<file path="src/rtl/coproc_pkg.sv">
// Shared coprocessor constants: sequencer state encoding plus the register-file
// access type and matrix select codes, used by the controller and register file.
package coproc_pkg;

   typedef enum logic [2:0] {
      IDLE      = 3'd0,
      READ_ROW  = 3'd1,
      LATCH_ROW = 3'd2,
      READ_COL  = 3'd3,
      LATCH_COL = 3'd4,
      MAC       = 3'd5,
      WRITE     = 3'd6,
      DONE      = 3'd7
   } state_t;

   // Register-file access shape.
   localparam logic [1:0] TYPE_CELL = 2'b00;
   localparam logic [1:0] TYPE_ROW  = 2'b01;
   localparam logic [1:0] TYPE_COL  = 2'b10;

   // Register-file matrix select.
   localparam logic [1:0] MAT_A = 2'b00;
   localparam logic [1:0] MAT_B = 2'b01;
   localparam logic [1:0] MAT_C = 2'b10;

   // Width of a counter that indexes 0..count-1 (never narrower than one bit).
   function automatic int counter_width(input int count);
      return (count > 1) ? $clog2(count) : 1;
   endfunction

endpackage

</file>
<file path="src/rtl/matmul_controller_if.sv">
// Command and register-file bus of the matmul controller. The master side is
// the controller; the slave side is the command logic plus register file.
// Handshake: in_start is a level sampled only while the controller is idle;
// a register-file read issued in cycle t returns data on in_rf_data that is
// sampled at the end of cycle t+1; a write completes in the cycle write_en is high.
interface matmul_controller_if #(
   parameter int size          = 4,
   parameter int cell_width    = 32,
   parameter int address_width = $clog2(size * size),
   parameter int width         = cell_width * size
);
   import coproc_pkg::*;

   logic                     in_start;
   logic                     out_busy;
   logic                     out_done;
   logic [address_width-1:0] out_rf_address;
   logic [1:0]               out_rf_type;
   logic [1:0]               out_rf_select_matrix;
   logic                     out_rf_read_en;
   logic                     out_rf_write_en;
   logic [width-1:0]         out_rf_data;
   logic [width-1:0]         in_rf_data;
   state_t                   state;

   modport master (
      input  in_start,
      input  in_rf_data,
      output out_busy,
      output out_done,
      output out_rf_address,
      output out_rf_type,
      output out_rf_select_matrix,
      output out_rf_read_en,
      output out_rf_write_en,
      output out_rf_data,
      output state
   );

   modport slave (
      output in_start,
      output in_rf_data,
      input  out_busy,
      input  out_done,
      input  out_rf_address,
      input  out_rf_type,
      input  out_rf_select_matrix,
      input  out_rf_read_en,
      input  out_rf_write_en,
      input  out_rf_data,
      input  state
   );

endinterface

</file>
<file path="src/rtl/matmul_controller_mac_unit.sv">
// Multiply-accumulate unit: acc accumulates a*b modulo 2^cell_width.
// clear has priority over enable.
module mac_unit #(
   parameter int cell_width = 32
) (
   input  logic                  clk,
   input  logic                  rst_n,
   input  logic                  clear,
   input  logic                  enable,
   input  logic [cell_width-1:0] a,
   input  logic [cell_width-1:0] b,
   output logic [cell_width-1:0] acc
);

   // Accumulator register; products and sums wrap at cell_width bits.
   always_ff @(posedge clk or negedge rst_n) begin
      if (!rst_n) begin
         acc <= '0;
      end else if (clear) begin
         acc <= '0;
      end else if (enable) begin
         acc <= acc + a * b;
      end
   end

endmodule

</file>
<file path="src/rtl/matmul_controller.sv">
// Matrix-multiply sequencer: computes C = A x B over the three-matrix register
// file. Each row of A is read once and reused for every column of B; each dot
// product runs through the mac_unit, then the result cell is written to C.
module matmul_controller
   import coproc_pkg::*;
#(
   parameter int size          = 4,
   parameter int address_width = $clog2(size * size),
   parameter int cell_width    = 32,
   parameter int width         = cell_width * size
) (
   input logic                in_clk,
   input logic                in_reset,
   matmul_controller_if.master bus
);

   localparam int cnt_width = counter_width(size);
   localparam logic [cnt_width-1:0] last_index = cnt_width'(size - 1);
   localparam logic [cnt_width-1:0] one_index  = cnt_width'(1);

   state_t                   state;
   logic [cnt_width-1:0]     i;
   logic [cnt_width-1:0]     j;
   logic [cnt_width-1:0]     n;
   logic [cell_width-1:0]    row_buf [size];
   logic [cell_width-1:0]    col_buf [size];
   logic [cell_width-1:0]    rd_cells [size];

   logic                     busy;
   logic                     done;
   logic                     read_en;
   logic                     write_en;
   logic [1:0]               rf_type;
   logic [1:0]               rf_select;
   logic [address_width-1:0] rf_address;

   logic                     mac_clear;
   logic                     mac_enable;
   logic [cell_width-1:0]    mac_a;
   logic [cell_width-1:0]    mac_b;
   logic [cell_width-1:0]    acc;

   logic [address_width-1:0] row_base;
   logic [address_width-1:0] next_row_base;
   logic [address_width-1:0] col_address;
   logic [address_width-1:0] next_col_address;
   logic [address_width-1:0] cell_address;

   // Split the read bus into cells; cell k sits at bits [k*cell_width +: cell_width].
   for (genvar g = 0; g < size; g++) begin : g_split
      assign rd_cells[g] = bus.in_rf_data[g*cell_width +: cell_width];
   end

   // Address arithmetic for the current and next accesses.
   assign row_base         = address_width'(i) * address_width'(size);
   assign next_row_base    = row_base + address_width'(size);
   assign col_address      = address_width'(j);
   assign next_col_address = address_width'(j) + address_width'(1);
   assign cell_address     = row_base + address_width'(j);

   // Accumulator control: cleared on start and when a new column is latched,
   // advanced one product per MAC cycle.
   always_comb begin
      mac_clear  = (state == LATCH_COL) || ((state == IDLE) && bus.in_start);
      mac_enable = (state == MAC);
      mac_a      = row_buf[n];
      mac_b      = col_buf[n];
   end

   mac_unit #(
      .cell_width(cell_width)
   ) u_mac (
      .clk   (in_clk),
      .rst_n (in_reset),
      .clear (mac_clear),
      .enable(mac_enable),
      .a     (mac_a),
      .b     (mac_b),
      .acc   (acc)
   );

   // Sequencer FSM. Bus outputs are registered alongside the state so that
   // they describe the state being entered.
   always_ff @(posedge in_clk or negedge in_reset) begin
      if (!in_reset) begin
         state      <= IDLE;
         i          <= '0;
         j          <= '0;
         n          <= '0;
         row_buf    <= '{default: '0};
         col_buf    <= '{default: '0};
         busy       <= 1'b0;
         done       <= 1'b0;
         read_en    <= 1'b0;
         write_en   <= 1'b0;
         rf_type    <= TYPE_CELL;
         rf_select  <= MAT_A;
         rf_address <= '0;
      end else begin
         read_en    <= 1'b0;
         write_en   <= 1'b0;
         done       <= 1'b0;
         rf_type    <= TYPE_CELL;
         rf_select  <= MAT_A;
         rf_address <= '0;
         case (state)
            IDLE: begin
               if (bus.in_start) begin
                  state      <= READ_ROW;
                  i          <= '0;
                  j          <= '0;
                  n          <= '0;
                  busy       <= 1'b1;
                  read_en    <= 1'b1;
                  rf_type    <= TYPE_ROW;
                  rf_select  <= MAT_A;
                  rf_address <= '0;
               end
            end
            READ_ROW: begin
               state <= LATCH_ROW;
            end
            LATCH_ROW: begin
               row_buf    <= rd_cells;
               state      <= READ_COL;
               read_en    <= 1'b1;
               rf_type    <= TYPE_COL;
               rf_select  <= MAT_B;
               rf_address <= col_address;
            end
            READ_COL: begin
               state <= LATCH_COL;
            end
            LATCH_COL: begin
               col_buf <= rd_cells;
               n       <= '0;
               state   <= MAC;
            end
            MAC: begin
               if (n == last_index) begin
                  state      <= WRITE;
                  write_en   <= 1'b1;
                  rf_type    <= TYPE_CELL;
                  rf_select  <= MAT_C;
                  rf_address <= cell_address;
               end else begin
                  n <= n + one_index;
               end
            end
            WRITE: begin
               if (j != last_index) begin
                  j          <= j + one_index;
                  state      <= READ_COL;
                  read_en    <= 1'b1;
                  rf_type    <= TYPE_COL;
                  rf_select  <= MAT_B;
                  rf_address <= next_col_address;
               end else if (i != last_index) begin
                  j          <= '0;
                  i          <= i + one_index;
                  state      <= READ_ROW;
                  read_en    <= 1'b1;
                  rf_type    <= TYPE_ROW;
                  rf_select  <= MAT_A;
                  rf_address <= next_row_base;
               end else begin
                  state <= DONE;
                  done  <= 1'b1;
               end
            end
            DONE: begin
               state <= IDLE;
               busy  <= 1'b0;
            end
            default: begin
               state <= IDLE;
               busy  <= 1'b0;
            end
         endcase
      end
   end

   // Bus drive. Write data is the settled accumulator, zero-extended, and only
   // while a write is presented.
   assign bus.out_busy             = busy;
   assign bus.out_done             = done;
   assign bus.out_rf_address       = rf_address;
   assign bus.out_rf_type          = rf_type;
   assign bus.out_rf_select_matrix = rf_select;
   assign bus.out_rf_read_en       = read_en;
   assign bus.out_rf_write_en      = write_en;
   assign bus.out_rf_data          = write_en ? width'(acc) : '0;
   assign bus.state                = state;

endmodule
</file>
<file path="src/flat_wrapper.sv">
// flat-port wrapper written by rule: the top's interface ports become plain ports
module matmul_controller_flat import coproc_pkg::*;
#(
   parameter int size          = 4,
   parameter int address_width = $clog2(size * size),
   parameter int cell_width    = 32,
   parameter int width         = cell_width * size
)
  (in_clk, in_reset, bus_in_start, bus_in_rf_data, bus_out_busy, bus_out_done, bus_out_rf_address, bus_out_rf_type, bus_out_rf_select_matrix, bus_out_rf_read_en, bus_out_rf_write_en, bus_out_rf_data, bus_state);
  matmul_controller_if #(.size(size), .cell_width(cell_width), .address_width(address_width), .width(width)) bus_i ();
  input logic in_clk;
  input logic in_reset;
  input wire logic [$bits(bus_i.in_start)-1:0] bus_in_start;
  input wire logic [$bits(bus_i.in_rf_data)-1:0] bus_in_rf_data;
  output wire logic [$bits(bus_i.out_busy)-1:0] bus_out_busy;
  output wire logic [$bits(bus_i.out_done)-1:0] bus_out_done;
  output wire logic [$bits(bus_i.out_rf_address)-1:0] bus_out_rf_address;
  output wire logic [$bits(bus_i.out_rf_type)-1:0] bus_out_rf_type;
  output wire logic [$bits(bus_i.out_rf_select_matrix)-1:0] bus_out_rf_select_matrix;
  output wire logic [$bits(bus_i.out_rf_read_en)-1:0] bus_out_rf_read_en;
  output wire logic [$bits(bus_i.out_rf_write_en)-1:0] bus_out_rf_write_en;
  output wire logic [$bits(bus_i.out_rf_data)-1:0] bus_out_rf_data;
  output wire logic [$bits(bus_i.state)-1:0] bus_state;
  assign bus_i.in_start = bus_in_start;
  assign bus_i.in_rf_data = bus_in_rf_data;
  assign bus_out_busy = bus_i.out_busy;
  assign bus_out_done = bus_i.out_done;
  assign bus_out_rf_address = bus_i.out_rf_address;
  assign bus_out_rf_type = bus_i.out_rf_type;
  assign bus_out_rf_select_matrix = bus_i.out_rf_select_matrix;
  assign bus_out_rf_read_en = bus_i.out_rf_read_en;
  assign bus_out_rf_write_en = bus_i.out_rf_write_en;
  assign bus_out_rf_data = bus_i.out_rf_data;
  assign bus_state = bus_i.state;
  matmul_controller #(.size(size), .address_width(address_width), .cell_width(cell_width), .width(width)) u_core (.in_clk(in_clk), .in_reset(in_reset), .bus(bus_i));
endmodule
</file>
<file path="config.mk">
export PLATFORM = sky130hd
export DESIGN_NAME = matmul_controller_flat
export DESIGN_NICKNAME = d
export VERILOG_FILES = /design/src/rtl/coproc_pkg.sv /design/src/rtl/matmul_controller_if.sv /design/src/rtl/matmul_controller_mac_unit.sv /design/src/rtl/matmul_controller.sv /design/src/flat_wrapper.sv
export SDC_FILE = /design/constraint.sdc
export NUM_CORES = 2
export LEC_CHECK = 0
export CORE_ASPECT_RATIO = 0.8
export CORE_UTILIZATION = 45
export CTS_CLUSTER_SIZE = 14
export DETAILED_ROUTE_END_ITERATION = 6
export DONT_BUFFER_PORTS = 1
export SYNTH_ARGS = -nofsm -noshare
export SYNTH_HDL_FRONTEND = slang
export SYNTH_SLANG_ARGS = --single-unit
</file>
<file path="constraint.sdc">
create_clock -name in_clk -period 27.2 [get_ports in_clk]
set_clock_uncertainty 0.15 [all_clocks]
set_input_delay 1.36 -clock in_clk [delete_from_list [all_inputs] [get_ports in_clk]]
set_output_delay 1.36 -clock in_clk [all_outputs]
set_load 0.005 [all_outputs]
</file>
* Yosys cells after proc, flatten, opt, wreduce, memory -nomap -nowiden *
Cells that the tools add are included.

storage, ports and cells
  input port bits = 131
  word-level logic and storage cells = 103
  register bits after elaboration = 309

cells by class
  $mul = 1
  multiplexer cells = 45
  $lt $le $gt $ge = 1
  eq/ne operators = 16
  bitwise gates (word level) = 1
  reduce and logical (&&, ||, !) cells = 12
  add/sub/neg operators = 7

operators with widths
  kind                                            count
  2-to-1 mux 32 bit                               7
  binary-select mux 32 bit (select 2 bit)         2
  adder 32 bit                                    1
  multiplier 32 x 32 -> 32 bit                    1
  one-hot mux 3 bit (8 select lines)              1
  one-hot mux 2 bit (3 select lines)              3
  2-to-1 mux 2 bit                                8
  == test 3 bit (second input constant)           4
  2-to-1 mux 1 bit                                12
  2-to-1 mux 3 bit                                4
  2-to-1 mux 4 bit                                3
  inequality test 2 bit (second input constant)   6
  one-hot mux 4 bit (3 select lines)              1
  one-hot mux 2 bit (2 select lines)              2
  adder 2 x 1 -> 2 bit (second input constant)    3
  == test 3 x 2 -> 1 bit (second input constant)  2
  AND reduction 3 bit                             2
  nonzero test 2 bit                              3
  adder 4 x 2 -> 4 bit                            1
  adder 4 x 3 -> 4 bit (second input constant)    1
  AND reduction 2 bit                             2
  AND reduction 4 bit                             1
  adder 2 x 1 -> 3 bit (second input constant)    1
  == test 3 x 1 -> 1 bit (second input constant)  1
  other kinds (11)                                11

* Longest topological paths before layout *
  word-level depth = 8
  mapped depth = 38
  depth with buffers taken out = 31

* Hierarchy *
From an unflattened synthesis, not the netlist that was laid out.

unflattened totals
  cell total of the unflattened synthesis = 2839
  area total of the unflattened synthesis = 31438.9 µm²

modules (own cells, without submodules)
  module             area each (µm²)  sequential area each (µm²)  instances  cells an instance
  mac_unit           18043.6          800.8                       1          1994
  matmul_controller  13395.3          6931.6                      1          845

* Least setup slack after synthesis *
No wires, ideal clock.

  path kind = reg2reg
  from = reg u_core.n[1]
  to = reg u_core.u_mac.acc[28]
  path slack = 18297 ps
  arrival = 8632 ps
  buffers on the path = 6
  clock period less this slack = 8903 ps
  cell stages (with the launch flop) = 35
  cells stage by stage = dfrtp_1 > buf_2 > buf_4 > buf_4 > buf_4 > buf_2 > buf_1 > mux2_2 > o21ai_1 > nor2_1 > fa_1 > fa_1 > fa_1 > inv_1 > fa_1 > inv_1 > fa_1 > inv_1 > fa_1 > inv_1 > fa_1 > inv_1 > fa_1 > inv_1 > ha_1 > a21o_1 > a21o_1 > a21o_1 > a21o_1 > a21oi_1 > o21ai_0 > a21oi_1 > a21boi_0 > or3_1 > a32o_1

on the way
  cells in the longest elaborated chain, start to end = 8
  elaborated cells between the ends (all ways) = 11

ends and longest elaborated chain
  what                                                               RTL line                                          RTL
  from (decl)                                                        matmul_controller.sv:24                           logic [cnt_width-1:0] n;
  from (signal assigned)                                             matmul_controller.sv:147                          n <= n + one_index;
  inverter 2 -> 3 bit (implied by the code) *                        matmul_controller.sv:66, matmul_controller.sv:67
  binary-select mux 32 bit (select 2 bit), on equally long branches  matmul_controller.sv:66, matmul_controller.sv:67
  2-to-1 mux 32 bit, on equally long branches (2 in a row)           matmul_controller.sv:66, matmul_controller.sv:67
  multiplier 32 x 32 -> 32 bit *                                     matmul_controller_mac_unit.sv:22                  acc <= acc + a * b;
  adder 32 bit *                                                     matmul_controller_mac_unit.sv:22
  2-to-1 mux 32 bit *                                                matmul_controller_mac_unit.sv:21                  end else if (enable) begin
  2-to-1 mux 32 bit *                                                matmul_controller_mac_unit.sv:19                  end else if (clear) begin
  to (signal assigned)                                               matmul_controller_mac_unit.sv:22
  to (decl)                                                          matmul_controller_mac_unit.sv:12                  output logic [cell_width-1:0] acc

Every way passes the cells marked *; elsewhere a longest branch is shown, timed or not. The select of a mux whose other input is x is not followed.
A chain may end at the register's enable or synchronous reset.

* Final worst setup path *
  from = reg u_core.n[1]
  to = reg u_core.u_mac.acc[29]

The elaborated chain is that of the path after synthesis.

==> impl_metrics.ini <==
[drt]
vias = 20700
wl_per_cell_um = 22.6
drc_errors = 0
ant_nets = 0
via_per_inst = 5.40
initialDrtViolationCount = 1466
wirelength_mm = 86.7
firstDrtPassIters = 7

[global_route]
grt_pass1_wl_mm = 135
overflow = 0
grt_max_degree = 310
grt_antenna_before_repair = 1
grt_usage = 0.258
grt_pass1_vias = 22300

[cells_and_area]
final_area_um2 = 32700
syn_to_final_growth_pct = 5.38
diodes = 0
regArea_um2 = 7740
drive_gt1_frac = 0.160
layout.core_utilization = 0.483
multiInputGateArea_um2 = 20600
nNetsFinal = 3587
num-fill-cells = 6256

[cts]
ctsRootBufferMaster = clkbuf_16
cts.reportedPaths.clkPinSlew_ns = 0.06
hold_buffers = 0
cts_resized = 0
cts_made_buffers = 34
htreeDepth = 2
clockBufferDepth = 3
clkSinkCount = 309
clkLatencyLatePin_ns = 0.55
postCtsSetupBuffers = 0
cts_tree = built

[critical_path]
critical_path_buf_inv_count = 8
slowest_stage = dfrtp_4
crit_cells = 30
cp.required_ns = 27.45
crit_path_start_kind = flop
r2r_slack_ns = 17.11
endpoint_kind = flop
cpMostUsedCell = fa_1
slowest_delay_ns = 0.93
critPathKind = flop to flop
r2r-start = u_core.n[1]
crit_arrival_ns = 10.34
path_delay_family = adder cells
r2r_cells = 30
cp_max_fo = 56
reg2reg_to = u_core.u_mac.acc[29]

[sta]
tightest_slew_ns = 1.20
hold_violations = 0
whs_ns = 0.352
slew_viol_final = 0
relSlewSlack = 0.177
timing.fmax_ghz = 0.0991
period_needed_ns = 10.09
rsz0062_at_grt = no
period_share = 0.371
fin_setup_tns_ns = 0
finalSetupViolCount = 0

[floorplan]
die_h_um = 237
start_util = 0.459
io_pins = 274
fp.dieW_um = 296
rows = 85
core_um2 = 67700
die_area_um2 = 70100

[placed_design]
place_area_um2 = 31600
hpwl_mm = 67.7
routabilityCongestion = 0.927
io_buffers = 0

[yosys]
synth.distinct_cells = 57
yosys_warnings = 0
synth.avg_cell_area_um2 = 10.5
synth_edf_count = 0
synth_ff_type = dfrtp_1
seq_area_frac_synth = 0.249
synthArstFlopShare = 1.00
ys_ff_latch = 309
netlist_instances = 2947
syn-cell-area_um2 = 31100

[run]
cap_violations = 0

[outcome]
status = completed

[hold_path]
worstHoldPathType = primary input to asynchronous set/reset pin
layout by cell type (no fill, tap or decap), types with 5 or more instances in the layout:
| cell type | instances |
|---|---|
| inv_1 | 497 |
| dfrtp_1 | 307 |
| o21ai_0 | 51 |
| fa_1 | 438 |
| o21ai_1 | 28 |
| nand2b_1 | 11 |
| xnor2_1 | 60 |
| xor2_1 | 15 |
| mux2_2 | 299 |
| a32o_1 | 5 |
| a21oi_1 | 24 |
| clkbuf_16 | 35 |
| buf_4 | 34 |
| mux2i_1 | 61 |
| or2_2 | 7 |
| or3_1 | 6 |
| nand2_1 | 266 |
| nor2b_1 | 7 |
| conb_1 | 96 |
| mux4_2 | 53 |
| nor2_1 | 313 |
| a21o_1 | 16 |
| ha_1 | 127 |
| and2_1 | 62 |
| o21bai_1 | 5 |
| clkbuf_8 | 9 |
| clkinv_2 | 6 |
| nor3_1 | 5 |
| o21a_1 | 7 |
| a22o_1 | 6 |
cells in the mapped netlist, types with 11 or more instances:
cell type,instances,area [um^2]
o21ai_0,60,300
buf_2,11,55.1
o21ai_1,23,115
and2_1,62,388
fa_1,438,8770
nand2b_1,11,68.8
mux2i_1,61,611
mux4_2,53,1190
nand2_1,266,998
inv_1,497,1870
dfrtp_1,309,7730
nor2_1,313,1170
ha_1,127,1590
clkbuf_1,93,349
a21oi_1,24,120
xnor2_1,60,526
buf_4,103,773
mux2_2,299,3370
a21o_1,16,120
xor2_1,15,131
flip-flops by register name, summed over array words and instances (netlist names):
name	count
u_core.j	2
u_core.i	2
u_core.bus.state	3
u_core.bus.out_rf_write_en	1
u_core.bus.out_busy	1
u_core.u_mac.acc	32
u_core.bus.out_rf_select_matrix	2
u_core.bus.out_rf_type	2
u_core.bus.out_rf_read_en	1
u_core.row_buf	128
u_core.col_buf	128
u_core.n	2
u_core.bus.out_done	1
u_core.bus.out_rf_address	4
area by class of cell:
type | instances | area share
timing repair buffer | 35 | 0.00841
tap | 913 | 0.0349
clock buffer | 48 | 0.0310
sequential | 309 | 0.236
multi-input combinational | 2014 | 0.628
inverter | 497 | 0.0570
clock inverter | 14 | 0.00394
routing by layer:
layer | wire length (um) | GRT usage | up-vias
met2 | 39600 | 0.402 | 794
met4 | 2950 | 0.0793 | 2
met1 | 36500 | 0.354 | 10800
met5 | 13 | 0 | -
li1 | - | - | 8888
met3 | 7600 | 0.0632 | 163
through the flow:
stage / instances / setup WS, ns
after floorplan: 3042 / 18.30
after global placement: 3768 / 17.34
after detailed placement: 3768 / 17.19
after CTS: 3830 / 17.16
after global routing: 3830 / 16.67
final: 3830 / 17.11
worst max path at each step:
stage / startpoint / to / slack [ns]
after floorplan: u_core.n[1] / u_core.u_mac.acc[28] / 18.30
after global placement: u_core.n[1] / u_core.u_mac.acc[29] / 17.34
after detailed placement: u_core.n[1] / u_core.u_mac.acc[29] / 17.19
after CTS: u_core.n[1] / u_core.u_mac.acc[29] / 17.16
after global routing: u_core.n[1] / u_core.u_mac.acc[29] / 16.67
final: u_core.n[1] / u_core.u_mac.acc[29] / 17.11
kinds of logic after synthesis:
kind of cell,after synthesis,synth area share
compound gates,164,0.0321
xor+xnor,81,0.0249
fa+ha+maj,565,0.333
buf+inv,719,0.101
flops,309,0.249
mux,413,0.166
other cells,1,0.000121
simple gates,695,0.0932
Power is not shown: default switching activity piles up to over one toggle a cycle in this logic, so the estimate is an artifact.
